==> config.mk <==
export PLATFORM = sky130hd
export DESIGN_NAME = lc3b_mem_arbiter
export DESIGN_NICKNAME = d
export VERILOG_FILES = /design/src/rtl/lc3b_mem_arbiter.sv
export SDC_FILE = /design/constraint.sdc
export NUM_CORES = 1
export LEC_CHECK = 0
export BUFFER_PORTS_ARGS = -buffer_cell sky130_fd_sc_hd__buf_2
export CELL_PAD_IN_SITES_DETAIL_PLACEMENT = 1
export CELL_PAD_IN_SITES_GLOBAL_PLACEMENT = 1
export CORE_AREA = 2 2 94 96
export CTS_CLUSTER_SIZE = 30
export DETAILED_ROUTE_END_ITERATION = 16
export DIE_AREA = 0 0 96 98
export PLACE_DENSITY_LB_ADDON = 0.05
export SLEW_MARGIN = 30
export SYNTH_ARGS = -nofsm -noshare
export SYNTH_HDL_FRONTEND = slang
export SYNTH_SLANG_ARGS = --single-unit
==> constraint.sdc <==
create_clock -name clk -period 4.6 [get_ports clk]
set_input_delay 1.15 -clock clk [delete_from_list [all_inputs] [get_ports clk]]
set_output_delay 1.15 -clock clk [all_outputs]
set_load 0.01 [all_outputs]
==> src/rtl/lc3b_mem_arbiter.sv <==
// lc3b_mem_arbiter: serialises the LC-3b instruction-fetch port (I) and the MEM-stage data port (D)
// onto one physical memory that uses a read/write/resp handshake.
//
// Ports:
//   clk, reset_n                 clock (rising edge), asynchronous active-low reset
//   i_addr, i_read               fetch request (level, held until i_resp)
//   i_rdata, i_resp              fetch data and one-cycle completion pulse
//   d_addr, d_read, d_write,     data request (level); write wins if both strobes are high
//   d_wdata, d_byte_en
//   d_rdata, d_resp              data read data and one-cycle completion pulse
//   pmem_addr, pmem_read,        registered physical memory command, held for the whole
//   pmem_write, pmem_wdata,      transaction
//   pmem_byte_en
//   pmem_rdata, pmem_resp        physical memory read data and completion
//
// D normally wins a tie. After STARVE_LIMIT consecutive D grants made while I was waiting,
// I is forced ahead.
module lc3b_mem_arbiter #(
  parameter int unsigned STARVE_LIMIT = 4
) (
  input  logic        clk,
  input  logic        reset_n,
  input  logic [15:0] i_addr,
  input  logic        i_read,
  output logic [15:0] i_rdata,
  output logic        i_resp,
  input  logic [15:0] d_addr,
  input  logic        d_read,
  input  logic        d_write,
  input  logic [15:0] d_wdata,
  input  logic [1:0]  d_byte_en,
  output logic [15:0] d_rdata,
  output logic        d_resp,
  output logic [15:0] pmem_addr,
  output logic        pmem_read,
  output logic        pmem_write,
  output logic [15:0] pmem_wdata,
  output logic [1:0]  pmem_byte_en,
  input  logic [15:0] pmem_rdata,
  input  logic        pmem_resp
);

  localparam logic [3:0] Limit = 4'(STARVE_LIMIT);

  typedef enum logic [1:0] {StIdle, StServeI, StServeD} state_e;

  state_e      state_q, state_d;
  logic [3:0]  streak_q, streak_d;
  logic [15:0] addr_q, addr_d;
  logic        read_q, read_d;
  logic        write_q, write_d;
  logic [15:0] wdata_q, wdata_d;
  logic [1:0]  be_q, be_d;
  // Last delivered data per port; shown whenever that port is not completing.
  logic [15:0] i_hold_q, i_hold_d;
  logic [15:0] d_hold_q, d_hold_d;

  logic d_req, starved, grant_i, grant_d;

  assign d_req   = d_read | d_write;
  assign starved = (streak_q == Limit);
  assign grant_i = i_read & (~d_req | starved);
  assign grant_d = d_req & ~grant_i;

  always_comb begin
    state_d  = state_q;
    streak_d = streak_q;
    addr_d   = addr_q;
    read_d   = read_q;
    write_d  = write_q;
    wdata_d  = wdata_q;
    be_d     = be_q;
    i_hold_d = i_hold_q;
    d_hold_d = d_hold_q;
    unique case (state_q)
      StIdle: begin
        if (grant_i) begin
          state_d  = StServeI;
          addr_d   = i_addr;
          read_d   = 1'b1;
          write_d  = 1'b0;
          wdata_d  = 16'h0000;
          be_d     = 2'b11;
          streak_d = 4'd0;
        end else if (grant_d) begin
          state_d  = StServeD;
          addr_d   = d_addr;
          read_d   = ~d_write;
          write_d  = d_write;
          wdata_d  = d_wdata;
          be_d     = d_byte_en;
          // Only D grants that bypass a waiting fetch count toward starvation.
          if (i_read) begin
            streak_d = (streak_q >= Limit) ? Limit : streak_q + 4'd1;
          end else begin
            streak_d = 4'd0;
          end
        end
      end
      StServeI: begin
        if (pmem_resp) begin
          state_d  = StIdle;
          read_d   = 1'b0;
          write_d  = 1'b0;
          i_hold_d = pmem_rdata;
        end
      end
      StServeD: begin
        if (pmem_resp) begin
          state_d  = StIdle;
          read_d   = 1'b0;
          write_d  = 1'b0;
          d_hold_d = pmem_rdata;
        end
      end
      default: begin
        state_d = StIdle;
        read_d  = 1'b0;
        write_d = 1'b0;
      end
    endcase
  end

  always_ff @(posedge clk or negedge reset_n) begin
    if (!reset_n) begin
      state_q  <= StIdle;
      streak_q <= 4'd0;
      addr_q   <= 16'h0000;
      read_q   <= 1'b0;
      write_q  <= 1'b0;
      wdata_q  <= 16'h0000;
      be_q     <= 2'b00;
      i_hold_q <= 16'h0000;
      d_hold_q <= 16'h0000;
    end else begin
      state_q  <= state_d;
      streak_q <= streak_d;
      addr_q   <= addr_d;
      read_q   <= read_d;
      write_q  <= write_d;
      wdata_q  <= wdata_d;
      be_q     <= be_d;
      i_hold_q <= i_hold_d;
      d_hold_q <= d_hold_d;
    end
  end

  // Completion is routed combinationally to the owner only; stray responses in idle are ignored.
  always_comb begin
    i_resp  = (state_q == StServeI) & pmem_resp;
    d_resp  = (state_q == StServeD) & pmem_resp;
    i_rdata = i_resp ? pmem_rdata : i_hold_q;
    d_rdata = d_resp ? pmem_rdata : d_hold_q;
  end

  assign pmem_addr    = addr_q;
  assign pmem_read    = read_q;
  assign pmem_write   = write_q;
  assign pmem_wdata   = wdata_q;
  assign pmem_byte_en = be_q;

endmodule

# == After elaboration in Yosys (flattened, before gate mapping) ==
# Cells that the tools add are included.
# word_totals
in_bits,72
word_cells,55
output_inout_bits,70
regBits,74
# classes
n_mux,23
n_lt_le_gt_ge,1
addsub,1
n_reduce_logical,7
n_bitwise,9
eq_ne,5
# ops
operator,n
16-bit two-way mux,6
4-bit two-way mux,4
2-bit two-way mux,5
2-bit AND reduction,4
1-bit two-way mux,5
"4-bit by 1-bit adder with 4-bit output, second input constant",1
1-bit AND,4
"4-bit by 3-bit equality test with 1-bit output, second input constant",1
"4-bit by 3-bit >= comparator with 1-bit output, second input constant",1
1-bit one-hot mux with 2 select lines,2
2-bit one-hot mux with 2 select lines,1
"3-bit != test, second input constant",1
1-bit NOT,3
"2-bit by 1-bit equality test with 1-bit output, second input constant",1
"2-bit equality test, second input constant",1
2-bit logical NOT,1
"2-bit by 1-bit != test with 1-bit output, second input constant",1
1-bit bitwise OR,2
2-bit nonzero test,1
2-bit OR reduction,1

# == Logic depth before layout (Yosys ltp) ==
# depth
word_depth,9
mapped_depth,8
mapped_depth_nobuf,5

# == Least setup slack after synthesis ==
# No wires, ideal clock.
# synth_timing
path_type,input-to-output
start,input port pmem_resp
end,output port d_rdata[10]
setup_slack_ns,1.476
n_path_buf,1
path_stages,3
required_ns,3.450
t_arrival_ns,1.974
cell_sequence,nand2_1 buf_2 mux2_2
# synth_via
elab_chain_len,2
# synth_rtl
element,line_no,text
start: declaration,40,input logic pmem_resp
1-bit AND,151,d_resp = (state_q == StServeD) & pmem_resp;
16-bit two-way mux,153,d_rdata = d_resp ? pmem_rdata : d_hold_q;
end: declaration,32,"output logic [15:0] d_rdata,"
# No other way between the ends.

# == Final worst setup path ==
# Ends and elaborated chain as after synthesis.

==> impl_metrics.xml <==
<?xml version="1.0" encoding="UTF-8"?>
<metrics>
  <group name="outcome">
    <metric name="status" unit="">completed</metric>
  </group>
  <group name="sta">
    <metric name="finalWorstPathRequiredPeriod" unit="ns">3.53</metric>
    <metric name="layout_worst_path_cycle_share" unit="%">76.8</metric>
    <metric name="timing.final.max_slew_violations" unit="">0</metric>
    <metric name="tightest_pin_transition" unit="ns">0.769</metric>
    <metric name="final_number_of_hold_violating_endpoints" unit="">0</metric>
    <metric name="final.setup_skew" unit="ns">0.0121</metric>
    <metric name="timing.setup.tns" unit="ns">0</metric>
    <metric name="relSlewSlack" unit="%">48.7</metric>
    <metric name="setup-violations-final" unit="">0</metric>
    <metric name="clock.fmax" unit="MHz">283</metric>
    <metric name="rsz0062_at_grt" unit="">false</metric>
  </group>
  <group name="cts">
    <metric name="cts_max_level" unit="">3</metric>
    <metric name="cts_resized" unit="">0</metric>
    <metric name="cts_made_buffers" unit="">9</metric>
    <metric name="cts.root.buffer_cell" unit="">sky130_fd_sc_hd__clkbuf_8</metric>
    <metric name="cts_tree" unit="">done</metric>
    <metric name="cts-hold-fix-buffers" unit="">0</metric>
    <metric name="clock_latency" unit="ns">0.35</metric>
    <metric name="cts_buffer_depth" unit="">2</metric>
    <metric name="buffers_inserted_by_post_cts_timing_repair" unit="">0</metric>
    <metric name="clock_sinks" unit="">74</metric>
    <metric name="cts.clk_slew.worst_paths" unit="ns">0.08</metric>
  </group>
  <group name="final_layout">
    <metric name="area_growth_syn_to_layout" unit="%">30.8</metric>
    <metric name="num_antenna_cells" unit="">0</metric>
    <metric name="multi_input_comb_area" unit="µm²">1130</metric>
    <metric name="net_total_in_the_final_layout" unit="">466</metric>
    <metric name="fillers" unit="">982</metric>
    <metric name="sequential_cell_area" unit="µm²">1850</metric>
    <metric name="post_route_cells_drive_above_1_share" unit="%">49.2</metric>
  </group>
  <group name="pwr">
    <metric name="p_leak" unit="µW">0.00207</metric>
    <metric name="switch_share" unit="%">36.0</metric>
    <metric name="power.density" unit="nW/µm²">657</metric>
    <metric name="internal_power" unit="µW">1720</metric>
    <metric name="totalPowerFinal" unit="µW">2690</metric>
    <metric name="clockPowerShare" unit="%">18.6</metric>
    <metric name="pwr-share-comb" unit="%">41.5</metric>
    <metric name="p_sw" unit="µW">969</metric>
    <metric name="p_seq_share" unit="%">39.8</metric>
    <metric name="vdd_ir_drop_max" unit="mV">0.209</metric>
  </group>
  <group name="route">
    <metric name="drt_iter0_drc" unit="">81</metric>
    <metric name="detail_route.vias_per_cell" unit="">5.01</metric>
    <metric name="ant_nets" unit="">0</metric>
    <metric name="drt_pre_antenna_iters" unit="">4</metric>
    <metric name="finalWirelength" unit="µm">8170</metric>
    <metric name="vias" unit="">2513</metric>
    <metric name="average_routed_wire_per_standard_cell" unit="µm">16.3</metric>
    <metric name="remaining_drc_errors" unit="">0</metric>
  </group>
  <group name="floorplan">
    <metric name="start_util" unit="%">37.0</metric>
    <metric name="dieHeight" unit="µm">98</metric>
    <metric name="row_count" unit="">34</metric>
    <metric name="die_w" unit="µm">96</metric>
    <metric name="design.portCount" unit="">142</metric>
    <metric name="fp.dieArea" unit="µm²">9410</metric>
    <metric name="core_area" unit="µm²">8470</metric>
  </group>
  <group name="synth">
    <metric name="synth_edf_count" unit="">0</metric>
    <metric name="seq_area_frac_synth" unit="%">59.2</metric>
    <metric name="ys_seq_elements" unit="">74</metric>
    <metric name="yosysWarningCount" unit="">0</metric>
    <metric name="synth_largest_area_cell" unit="">sky130_fd_sc_hd__dfrtp_1</metric>
    <metric name="yosys.cell_count.top_type" unit="">sky130_fd_sc_hd__dfrtp_1</metric>
    <metric name="synth_cell_types" unit="">25</metric>
    <metric name="postSynth.topFlopCell" unit="">sky130_fd_sc_hd__dfrtp_1</metric>
    <metric name="synth_area" unit="µm²">3130</metric>
    <metric name="mappedNetlistNets" unit="">329</metric>
    <metric name="share_of_the_synthesized_area_in_the_top_cell_type" unit="%">59.2</metric>
    <metric name="synth.cells.most_frequent" unit="">sky130_fd_sc_hd__dfrtp_1 (74), sky130_fd_sc_hd__mux2_2 (32), sky130_fd_sc_hd__nor2_1 (21)</metric>
    <metric name="postSynthCellCount" unit="">252</metric>
    <metric name="syn_area_per_cell" unit="µm²">12.4</metric>
    <metric name="share_of_synthesized_flip_flops_with_an_asynchronous_set_or_reset" unit="%">100</metric>
    <metric name="yosys-top-cells-area" unit="">sky130_fd_sc_hd__dfrtp_1 (59%), sky130_fd_sc_hd__mux2_2 (12%), sky130_fd_sc_hd__a22o_1 (5.0%)</metric>
  </group>
  <group name="setup_path">
    <metric name="reg2reg_setup_slack" unit="ns">2.84</metric>
    <metric name="timing.critical_path.fanout_max" unit="">17</metric>
    <metric name="cp_data_arrival_time" unit="ns">2.38</metric>
    <metric name="worstSetupStartpointType" unit="">input pin</metric>
    <metric name="worst-endpoint-required" unit="ns">3.45</metric>
    <metric name="r2r_cells" unit="">5</metric>
    <metric name="setup.worst_path.end_class" unit="">primary output</metric>
    <metric name="critical_path_class" unit="">in2out</metric>
    <metric name="timing.rr.start" unit="">streak_q[0]</metric>
    <metric name="crit-reg2reg-capture" unit="">streak_q[1]</metric>
  </group>
  <group name="placement">
    <metric name="dp_hpwl" unit="µm">5640</metric>
    <metric name="place_congestion" unit="">0.702</metric>
    <metric name="port_buffers" unit="">141</metric>
  </group>
  <group name="hold_path">
    <metric name="hold_path_class" unit="">reg2reg</metric>
    <metric name="min_from" unit="">i_hold_q[1]</metric>
    <metric name="worst_hold_path.num_cells" unit="">1</metric>
    <metric name="worst_hold_path.endpoint" unit="">i_hold_q[1]</metric>
  </group>
  <group name="grt">
    <metric name="pin_count_of_the_biggest_net_entering_global_routing" unit="">75</metric>
    <metric name="grt_remaining_overflow" unit="">0</metric>
    <metric name="grt_first_pass_wirelength" unit="µm">13200</metric>
    <metric name="initial_antenna_violation_count" unit="">0</metric>
    <metric name="grt.total_usage" unit="%">17.9</metric>
    <metric name="number_of_global_route_vias_before_repair" unit="">2644</metric>
  </group>
  <group name="job">
    <metric name="max-cap-violations" unit="">0</metric>
  </group>
</metrics>
[through the flow]
stage               utilization (%)  cells  worst slack (ns)  instance area (µm²)  hold slack, ns
floorplan                         -    252              1.48                 3130           0.491
global placement               46.0    486              1.08                 3900           0.474
detailed placement             46.0    486              1.02                 3900           0.480
CTS                            48.3    502              1.02                 4090           0.501
global route                   48.4    502             0.969                 4090           0.514
finish                         48.4    502              1.07                 4090           0.496
[power groups by stage]
stage / sequential [µW] / clock [µW] / combinational (µW)
after CTS: 1080 / 519 / 1140
after global routing: 1120 / 551 / 1250
after detailed placement: 1090 / 0 / 1140
after floorplan: 1140 / 0 / 634
after global placement: 1070 / 0 / 1110
final: 1070 / 501 / 1120
[metal layers]
| layer | track usage, % | part of all wire [%] | up-vias |
|---|---|---|---|
| li1 | - | - | 1192 |
| met1 | 22.6 | 44 | 1231 |
| met2 | 29.4 | 48 | 76 |
| met3 | 3.78 | 5.5 | 14 |
| met4 | 7.47 | 2.1 | 0 |
| met5 | 0 | 0 | - |
[layout make-up]
type | instances | area share, %
multi-input combinational | 149 | 27.7
clock inverter | 6 | 1.62
sequential | 74 | 45.2
inverter | 10 | 0.917
clock buffer | 10 | 3.12
timing repair buffer | 145 | 18.1
tap | 108 | 3.30
[registers in the layout (all words and copies together) (netlist names)]
| signal | cells |
|---|---|
| state_q | 2 |
| i_hold_q | 16 |
| pmem_addr | 16 |
| streak_q | 4 |
| pmem_wdata | 16 |
| pmem_read | 1 |
| d_hold_q | 16 |
| pmem_byte_en | 2 |
| pmem_write | 1 |
[worst max-delay path, stage by stage]
cell and delay [ns]:
sky130_fd_sc_hd__buf_2 0.11, sky130_fd_sc_hd__nand2_1 0.54, sky130_fd_sc_hd__mux2_2 0.43, sky130_fd_sc_hd__buf_2 0.14
[how the worst max path moves through the flow]
stage | slack, ns | from | endpoint
2_1_floorplan | 1.48 | pmem_resp | d_rdata[10]
3_3_place_gp | 1.08 | pmem_resp | i_rdata[15]
3_5_place_dp | 1.02 | pmem_resp | d_rdata[0]
4_1_cts | 1.02 | pmem_resp | d_rdata[0]
5_1_grt | 0.97 | pmem_resp | i_rdata[11]
6_report | 1.07 | pmem_resp | d_rdata[10]
[layout by cell type (no fill, tap or decap)]
master,instances
sky130_fd_sc_hd__nor2_1,21
sky130_fd_sc_hd__buf_6,1
sky130_fd_sc_hd__clkinv_2,1
sky130_fd_sc_hd__buf_2,140
sky130_fd_sc_hd__o31a_1,1
sky130_fd_sc_hd__nand2_1,6
sky130_fd_sc_hd__a22o_1,18
sky130_fd_sc_hd__nor3_1,2
sky130_fd_sc_hd__a32o_1,4
sky130_fd_sc_hd__ha_1,5
sky130_fd_sc_hd__a31oi_1,16
sky130_fd_sc_hd__or3b_1,1
sky130_fd_sc_hd__and3_4,1
sky130_fd_sc_hd__inv_1,10
sky130_fd_sc_hd__clkbuf_8,9
sky130_fd_sc_hd__o31ai_2,1
sky130_fd_sc_hd__a21oi_1,4
sky130_fd_sc_hd__nand4b_1,1
sky130_fd_sc_hd__inv_6,1
sky130_fd_sc_hd__dfrtp_1,74
sky130_fd_sc_hd__a41o_1,1
sky130_fd_sc_hd__and3b_1,1
sky130_fd_sc_hd__clkbuf_1,1
sky130_fd_sc_hd__bufinv_16,1
sky130_fd_sc_hd__or3_1,1
sky130_fd_sc_hd__mux2_2,32
sky130_fd_sc_hd__clkinvlp_4,3
sky130_fd_sc_hd__o211ai_1,16
sky130_fd_sc_hd__buf_4,4
sky130_fd_sc_hd__nand3_1,16
sky130_fd_sc_hd__and2_1,1
[kinds of logic after synthesis]
group / synth area share (%)
AND/OR/NAND/NOR: 7.72
flip-flops: 59.2
AO/OA/AOI/OAI: 14.8
multiplexers: 11.5
adder cells (fa/ha/maj): 2.00
buffers and inverters: 4.76
Power figures use the tool's default switching activity.
